<file path="config.mk">
export PLATFORM = sky130hd
export DESIGN_NAME = instr_feeder
export DESIGN_NICKNAME = d
export VERILOG_FILES = /design/src/rtl/instr_feeder.sv
export SDC_FILE = /design/constraint.sdc
export NUM_CORES = 1
export LEC_CHECK = 0
export BUFFER_PORTS_ARGS = -buffer_cell sky130_fd_sc_hd__clkbuf_2
export CORE_AREA = 8 8 152 111
export DETAILED_ROUTE_END_ITERATION = 10
export DIE_AREA = 0 0 160 119
export GPL_TIMING_DRIVEN = 0
export PLACE_DENSITY = 0.66
export REMOVE_ABC_BUFFERS = 1
export SLEW_MARGIN = 30
export SYNTH_ARGS = -nofsm -noshare
export SYNTH_HDL_FRONTEND = slang
export SYNTH_SLANG_ARGS = --single-unit
</file>
<file path="constraint.sdc">
create_clock -name clk -period 5.55 [get_ports clk]
set_input_delay 0.2775 -clock clk [delete_from_list [all_inputs] [get_ports clk]]
set_output_delay 0.2775 -clock clk [all_outputs]
set_load 0.05 [all_outputs]
</file>
<file path="src/rtl/instr_feeder.sv">
// instr_feeder: streams a host-loaded program into the core under valid/ready; FEEDER_LOOP_EN makes it replay forever
module instr_feeder #(
   parameter int DEPTH  = 16,
   parameter int WIDTH  = 7,
   parameter int ADDR_W = $clog2(DEPTH)
) (
   input  logic              clk,
   input  logic              reset,
   input  logic              wr_en,
   input  logic [ADDR_W-1:0] wr_addr,
   input  logic [WIDTH-1:0]  wr_data,
   input  logic              start,
   input  logic              stop,
   input  logic [ADDR_W:0]   len,
   output logic [WIDTH-1:0]  instr_out,
   output logic              instr_valid,
   input  logic              instr_ready,
   output logic              busy,
   output logic              done,
   output logic [7:0]        sent
);
   typedef enum logic [1:0] {IDLE, RUN, DONE} state_t;
   localparam logic [ADDR_W:0] MAX_LEN = (ADDR_W+1)'(DEPTH);
   localparam logic [ADDR_W:0] LEN_ONE = (ADDR_W+1)'(1);
   state_t            state_q, state_d;
   logic [ADDR_W-1:0] ptr_q, ptr_d;
   logic [ADDR_W:0]   len_q, len_d;
   logic [WIDTH-1:0]  out_q, out_d;
   logic              valid_q, valid_d;
   logic [7:0]        sent_q, sent_d;
   logic [WIDTH-1:0]  mem_q [DEPTH];
   logic              go, xfer, last;
   always_comb begin
      go      = start && len != '0 && len <= MAX_LEN;
      xfer    = state_q == RUN && valid_q && instr_ready;
      last    = {1'b0, ptr_q} == len_q - LEN_ONE;
      state_d = state_q;
      ptr_d   = ptr_q;
      len_d   = len_q;
      out_d   = out_q;
      valid_d = valid_q;
      sent_d  = xfer ? sent_q + 8'd1 : sent_q;
      if (stop) begin
         state_d = IDLE;
         valid_d = 1'b0;
      end else if (state_q != RUN) begin
         if (go) begin
            state_d = RUN;
            len_d   = len;
            ptr_d   = '0;
            out_d   = mem_q[0];
            valid_d = 1'b1;
            sent_d  = 8'd0;
         end
      end else if (xfer) begin
         if (!last) begin
            ptr_d = ptr_q + ADDR_W'(1);
            out_d = mem_q[ptr_q + ADDR_W'(1)];
         end else begin
`ifdef FEEDER_LOOP_EN
            ptr_d = '0;
            out_d = mem_q[0];
`else
            state_d = DONE;
            valid_d = 1'b0;
`endif
         end
      end
   end
   always_ff @(posedge clk) begin
      if (reset) begin
         state_q <= IDLE;
         ptr_q   <= '0;
         len_q   <= '0;
         out_q   <= '0;
         valid_q <= 1'b0;
         sent_q  <= 8'd0;
      end else begin
         state_q <= state_d;
         ptr_q   <= ptr_d;
         len_q   <= len_d;
         out_q   <= out_d;
         valid_q <= valid_d;
         sent_q  <= sent_d;
      end
   end
   // program memory survives reset; loads are locked out while streaming
   always_ff @(posedge clk) begin
      if (wr_en && state_q != RUN) mem_q[wr_addr] <= wr_data;
   end
   assign instr_out   = out_q;
   assign instr_valid = valid_q;
   assign busy        = state_q == RUN;
   assign done        = state_q == DONE;
   assign sent        = sent_q;
endmodule

</file>
# Word level (Yosys, flattened, before mapping)
# Memories as Yosys holds them, arrays and structs flattened.
# Cells that the tools add are included.
# word_totals
latch_bits	0
n_memories	1
elab_cells	52
ff_bits	27
mem_bits_ro	0
output_inout_bits	18
ram_bits	112
# op_classes
n_lt_le_gt_ge	1
shifts	0
n_reduce_logical	12
div	0
n_mux	22
n_bitwise	1
multipliers	0
add_sub_neg	3
n_eq_ne	6
# mem_list
name	depth	width	read_ports	rd_ports_with_merged_regs	write_ports	line_no	text
mem_q	16	7	2	0	1	31	logic [WIDTH-1:0] mem_q [DEPTH];
# op_table
operator	n
$mux 8	4
$mux 7	4
$mux 4	4
$add 8x1->8 const B	1
$mux 2	4
$mux 1	6
$reduce_and 3->1	2
$eq 4x5->1	1
$le 5x5->1 const B	1
$logic_and 1x1->1	5
$reduce_bool 5->1	1
$sub 5x1->5 const B	1
$add 4x1->4 const B	1
$ne 2x1->1 const B	2
$reduce_and 4->1	1
$reduce_bool 2->1	2
$eq 2x1->1 const B	1
$eq 2x2->1 const B	1
$ne 2x2->1 const B	1
$reduce_or 2->1	1
$not 1->1	1

# Depth between registers and ports, before layout
# Gate-level depths: netlist of the first run.
# depth
depth_word	7
depth_mapped	8

# Least setup slack after synthesis of the first run
# Ideal clock, no wire load.
# synth_timing
kind	register to register
start	reg state_q[0]
end	mem mem_q[0][0], enable pin
path_stages_with_launch	5
arrival_ps	2075
path_slack_ps	3095
path_buffers	0
t_required_ps	5170
path_cell_list	dfxtp_1 -> nand2b_4 -> inv_2 -> or4b_2 -> nor3_1
# synth_via
elab_chain_len	4
# synth_lines
element	line_no	text
start: declaration	25	state_t state_q, state_d;
start signal: assignment	79	state_q <= state_d;
$ne 2x1->1	89	if (wr_en && state_q != RUN) mem_q[wr_addr] <= wr_data;
$logic_and 1x1->1	89	
$mux 1	89	
$mux 1 (not written as such)	89	
end: declaration	31	
# Every way passes these cells.

# Worst setup path in the final report of the first run
# layout_timing
start	reg ptr_q[0]
end	reg out_q[0] (netlist: instr_out[0])
# layout_via
elab_chain_len	5
elab_cells_between_ends	8
classes_between	add/sub: 1; eq/ne: 2; mux: 3; reduce/logical: 1; memory: 1
# layout_lines
element	line_no	text
start: declaration	26	logic [ADDR_W-1:0] ptr_q, ptr_d;
start signal: assignment	80	ptr_q <= ptr_d;
$add 4x1->4	58	out_d = mem_q[ptr_q + ADDR_W'(1)];
$mem_v2 16x7	n/a	
$mux 7	56	if (!last) begin
$mux 7	55	end else if (xfer) begin
$mux 7	46	end else if (state_q != RUN) begin
end signal: assignment	82	out_q <= out_d;
end: declaration	28	logic [WIDTH-1:0] out_q, out_d;
# Parallel ways exist; a longest one is shown, timed or not. The select of a mux whose other input is x is not followed.
# A chain may end at the register's enable or synchronous reset.

==> results of run 1 <==
metrics by stage:
step	power, mW	hold WS, ns	utilization [%]
after floorplan	1.21	0.347	-
after detailed placement	1.25	0.500	42.5
after global placement	1.25	0.496	41.9
final	2.41	0.118	46.8
after CTS	2.43	0.100	46.7
after global routing	2.48	0.129	46.8
layout make-up:
class,count,area [um2],area share [%]
sequential,138,3880,57.5
clock buffer,18,429,6.35
timing repair buffer,41,221,3.28
multi-input combinational,247,1770,26.2
inverter,6,22.5,0.333
clock inverter,14,185,2.74
tap,195,244,3.61
cells in the final DEF, fill, tap and decap left out, types with 2 or more instances in the layout:
cell / count
edfxtp_1: 112
nand2_1: 41
clkbuf_2: 39
mux2i_1: 38
nor2_1: 32
dfxtp_1: 26
clkbuf_16: 17
nand3_1: 16
a22oi_1: 14
a32oi_1: 12
nand4_1: 10
a21oi_1: 10
xor2_1: 8
a311oi_1: 7
inv_1: 5
xnor2_1: 5
nor3_2: 4
and2_1: 4
nor3_1: 4
mux4_2: 4
inv_6: 4
nand4b_1: 3
nor2b_1: 3
o21ai_0: 3
clkinvlp_4: 3
clkinv_4: 3
bufinv_16: 3
nand2b_1: 2
nor4_1: 2
a311o_1: 2
ha_1: 2
layer usage:
layer,track usage (%),share of wire [%]
met5,0,0
met4,4.66,1.3
met3,4.75,8.3
met2,19.1,41
met1,20.4,49
final timing paths:
kind,startpoint,to,slack (ns),cells past startpoint
setup / recovery,ptr_q[0]$_SDFFE_PP0P_,instr_out[0]$_SDFFE_PP0P_,2.66,7
hold / removal,len[3],len_q[3]$_SDFFE_PP0P_,0.12,3
setup reg to reg,ptr_q[0]$_SDFFE_PP0P_,instr_out[0]$_SDFFE_PP0P_,2.66,7
hold reg to reg,sent[7]$_SDFF_PP0_,sent[7]$_SDFF_PP0_,0.51,2
sequential cells by signal, indices dropped and copies added, names as in the netlist:
| signal | count |
|---|---|
| state_q | 2 |
| ptr_q | 4 |
| instr_out | 7 |
| sent | 8 |
| len_q | 5 |
| mem_q | 112 |
cells by family (layout without fill, tap and decap cells):
logic type / after synthesis / count (layout) / synth area share (%)
adders and majority gates: 3 / 3 / 0.659
DFF: 138 / 138 / 68.2
and+or+nand+nor: 129 / 129 / 10.9
muxes: 42 / 42 / 8.26
xor gates and xnor gates: 15 / 15 / 2.31
buffers and inverters: 25 / 79 / 1.76
AOI/OAI and AO/OA: 58 / 58 / 7.91
worst max-delay path, cell delays in order, from the launching register on:
cell and delay, ns:
dfxtp_1 0.88, ha_4 0.30, xor2_4 0.34, buf_8 0.22
and2_1 0.38, a22oi_1 0.17, a32oi_1 0.31, a311oi_1 0.14
power breakdown:
part,switching (mW),internal [mW]
Sequential,0.00752,1.13
Clock,0.460,0.717
Combinational,0.0664,0.0253
Yosys cell counts (6+ instances only):
cell type,n,share of area (%)
edfxtp_1,112,59
nand2_1,41,2.7
mux2i_1,38,6.7
nor2_1,32,2.1
dfxtp_1,26,9.1
nand3_1,16,1.4
a22oi_1,14,1.8
a32oi_1,12,1.8
clkbuf_1,11,0.72
a21oi_1,10,0.88
nand4_1,10,1.1
xor2_1,9,1.4
nor3_1,8,0.70
a311oi_1,7,1.1
xnor2_1,6,0.92
==> flow_summary.json, run 1 <==
{
  "outcome": "finished clean",
  "worst_ep_required_time_ns": 5.82,
  "die_area_um2": 19000,
  "period_needed_ns": 2.89,
  "tns_ns": 0,
  "placed_cell_area_um2": 6140,
  "ys_seq_area_share_pct": 68.2,
  "wl_per_cell_um": 19.8,
  "gp_congestion": 0.805,
  "critPathMaxFanout": 17,
  "cap_violations": 0,
  "grt_pass1_vias": 3586,
  "dp_hpwl_mm": 8.81,
  "grt_start_max_net_pins": 38,
  "worst_slack_ns": 2.66,
  "syn_to_final_growth_pct": 18.6,
  "start_util_pct": 39.4,
  "drive_gt1_share_pct": 19.4,
  "critPathCaptureType": "flip-flop",
  "rows": 37,
  "fin_worst_skew_ns": 0.00781,
  "grt-ovfl-total": 0,
  "pre_cts_slack_ns": 2.71,
  "p_leak_nw": 2.18,
  "clk_pin_slew_worst_paths_ns": 0.06,
  "routed_wirelength_mm": 13.1,
  "fin_crit_sh_pct": 52.1,
  "hold_viol_final": 0,
  "htree_levels": 4,
  "io_pins": 40,
  "yosys_warnings": 0,
  "arrival_ns": 3.17,
  "synth_cell_types": 47,
  "tritoncts.num_buffers": 17,
  "fill_cells": 1242,
  "synthesis.area_um2": 5700,
  "finalInstanceArea_um2": 6760,
  "worst_slew_pin_slew_ns": 0.865,
  "drt-pass1-iter-count": 4,
  "dr_total_vias": 3637,
  "post_synth_inst_count": 410,
  "initialDrtViolationCount": 350,
  "clockBufferDepth": 2,
  "final_antenna_net_count": 0,
  "ys.flop_type": "edfxtp_1",
  "clk_latency_ns": 0.42,
  "cts_tree": "done",
  "worstSetupPathType": "flip-flop to flip-flop",
  "rsz0062_at_grt": "false",
  "fmax_ghz": 0.346,
  "grt_pass1_wl_mm": 20.6,
  "power.density_nw_per_um2": 357,
  "antenna_found_initial": 0,
  "grtUsageTotal_pct": 14.1,
  "ir_worst_vdd_v": 0.000197,
  "fin_cells": 659,
  "coreArea_um2": 14400,
  "setup_viol_count_final": 0,
  "hold_path.class": "input pin to flip-flop",
  "dp.cells": 627,
  "routed_via_density": 5.52,
  "drc": 0,
  "drv_slew": 0,
  "cts_resized": 0,
  "cts.hold.buffers_added": 0,
  "antenna_cells": 0,
  "nNetsFinal": 476,
  "postSynthRegisterBits": 138,
  "start_kind": "flip-flop",
  "synth-edff-count": 112,
  "die_y_um": 119,
  "cts_sinks": 138,
  "io_buffers": 39,
  "async_flop_share_pct": 0,
  "die_w_um": 160,
  "slew_headroom_pct": 42.2,
  "syn_avg_cell_area_um2": 13.9,
  "cts-root-buf": "clkbuf_16",
  "postCtsSetupBuffers": 0
}
Power figures use the tool's default switching activity.
==> inputs of run 2 (changes only) <==
- PLACE_DENSITY: 0.66 -> 0.68
- clock period: 5.55 -> 2.6 ns (I/O delays scaled with it)
==> run 2 against run 1 <==
  * Cell count up 0.91%
  * Clock skew about the same
  * Sequential share of layout area down 0.64 points
  * Clock power up 110%
  * Sequential power up 110%
  * Clock-buffer cell count down 1
  * Wire length up 0.34%
  * Combinational power up 120%
  * Critical endpoint is now mem_q[8][6]$_DFFE_PP_
  * Largest cell class unchanged
==> flow_summary.json, run 2 (synthesis results as in run 1) <==
{
  "nNetsFinal": 482,
  "fin_crit_sh_pct": 96.3,
  "cts_tree": "done",
  "syn_to_final_growth_pct": 20.1,
  "drc": 0,
  "worst_slew_pin_slew_ns": 0.786,
  "routed_via_density": 5.46,
  "slew_headroom_pct": 47.4,
  "drt-pass1-iter-count": 5,
  "post-route-util_pct": 47.3,
  "grt-ovfl-total": 0,
  "multi_input_area_um2": 1790,
  "drv_slew": 0,
  "seqCellArea_um2": 3890,
  "layout_common_cells": "112 x edfxtp_1, 41 x nand2_1, 39 x clkbuf_2, 38 x mux2i_1, 29 x nor2_1",
  "antenna_found_initial": 0,
  "start_kind": "flip-flop",
  "fin_worst_skew_ns": 0.00807,
  "p_comb_share_pct": 4.0,
  "rsz0062_at_grt": "false",
  "clk_latency_ns": 0.42,
  "die_w_um": 160,
  "crit_start": "state_q[1]$_SDFFE_PP0P_",
  "dp_hpwl_mm": 8.68,
  "sw_frac_of_total_pct": 21.9,
  "cts_sinks": 138,
  "cap_violations": 0,
  "wl_per_cell_um": 19.7,
  "worstSetupPathType": "flip-flop to flip-flop",
  "critPathTopFamily": "simple AND/OR/NAND/NOR gates",
  "die_area_um2": 19000,
  "start_util_pct": 39.4,
  "p_leak_nw": 2.21,
  "drive_gt1_share_pct": 20.2,
  "p_int_mw": 4.01,
  "die_y_um": 119,
  "worst_ep_required_time_ns": 2.64,
  "critPathCaptureType": "flip-flop",
  "clk_pin_slew_worst_paths_ns": 0.06,
  "grt_start_max_net_pins": 38,
  "slowest_stage": "or4b_2",
  "largest_reg_flops": 112,
  "top_register": "mem_q",
  "p_total_mw": 5.13,
  "grtUsageTotal_pct": 13.9,
  "initialDrtViolationCount": 324,
  "fmax_ghz": 0.399,
  "antenna_cells": 0,
  "setup_viol_count_final": 0,
  "crit_chain": "nand2b_4 > inv_2 > or4b_2 > nor2_1",
  "routed_wirelength_mm": 13.1,
  "placed_cell_area_um2": 6130,
  "rows": 37,
  "slowest_delay_ns": 0.74,
  "p_clk_share_pct": 48.6,
  "grt_pass1_wl_mm": 20.1,
  "io_pins": 40,
  "clockBufferDepth": 2,
  "hold_viol_final": 0,
  "gp_congestion": 0.790,
  "htree_levels": 4,
  "rr_startpoint": "state_q[1]$_SDFFE_PP0P_",
  "final_common_cell": "edfxtp_1",
  "ir_worst_vdd_v": 0.000445,
  "crit_buf_inv": 1,
  "io_buffers": 39,
  "finalInstanceArea_um2": 6840,
  "coreArea_um2": 14400,
  "pre_cts_slack_ns": -0.237,
  "critPathMaxFanout": 15,
  "power.density_nw_per_um2": 750,
  "fill_cells": 1269,
  "tritoncts.num_buffers": 17,
  "final_antenna_net_count": 0,
  "grt_pass1_vias": 3471,
  "period_needed_ns": 2.50,
  "cts-root-buf": "clkbuf_16",
  "dr_total_vias": 3634,
  "arrival_ns": 2.55,
  "worstHoldStart": "reset",
  "worst_slack_ns": 0.0955,
  "seq_power_share_pct": 47.4,
  "p_sw_mw": 1.12,
  "hold_path.class": "input pin to flip-flop",
  "outcome": "finished clean"
}
==> run 2: layout make-up <==
class / instances / area share, %
flip-flops and latches: 138 / 56.8
inverters: 6 / 0.329
multi-input cells: 247 / 26.1
well taps: 195 / 3.57
clock inverters: 15 / 2.80
repair buffers: 47 / 4.12
clock buffers: 17 / 6.22
==> run 2: path summary, 6_finish.rpt <==
kind,end,slack (ns),cells after the start
max,mem_q[8][6]$_DFFE_PP_,0.1,4
min,ptr_q[0]$_SDFFE_PP0P_,0.16,2
max reg2reg,mem_q[8][6]$_DFFE_PP_,0.1,4
min reg2reg,instr_out[4]$_SDFFE_PP0P_,0.51,2
==> run 2: metrics by stage <==
stage          cells  TNS [ns]  hold WS, ns
4_1_cts          665         0        0.142
5_1_grt          665         0        0.155
2_1_floorplan    391     -1.84        0.199
3_5_place_dp     627     -1.27        0.398
3_3_place_gp     625     -9.80        0.385
6_report         665         0        0.163
==> run 2: per-layer routing <==
| layer | global-route usage (%) | wire length (um) | share of wire (%) | up-vias |
|---|---|---|---|---|
| li1 | - | - | - | 1690 |
| met1 | 19.3 | 6230 | 48 | 1783 |
| met2 | 19.7 | 5700 | 43 | 147 |
| met3 | 5.51 | 1070 | 8.2 | 14 |
| met4 | 3.55 | 106 | 0.81 | 0 |
| met5 | 0 | 0 | 0 | - |
==> run 2: what timing repair did <==
action	4_1_cts	5_1_grt
resized for setup	1	5
endpoints found under the hold margin	7	0
hold buffers	6	0
buffers inserted	0	0
setup endpoints to repair	6	21
==> run 2: worst register-to-register path, stage by stage (launching register included) <==
cell and delay [ns]:
dfxtp_1 0.35, nand2b_4 0.27, inv_2 0.16, or4b_2 0.74, nor2_1 0.62
==> run 2: power by group through the flow <==
stage	logic, mW	registers, mW	clock network [mW]
3_5_place_dp	0.192	2.48	0
5_1_grt	0.221	2.44	2.64
2_1_floorplan	0.0789	2.50	0
3_3_place_gp	0.185	2.48	0
4_1_cts	0.201	2.43	2.53
6_report	0.205	2.43	2.49
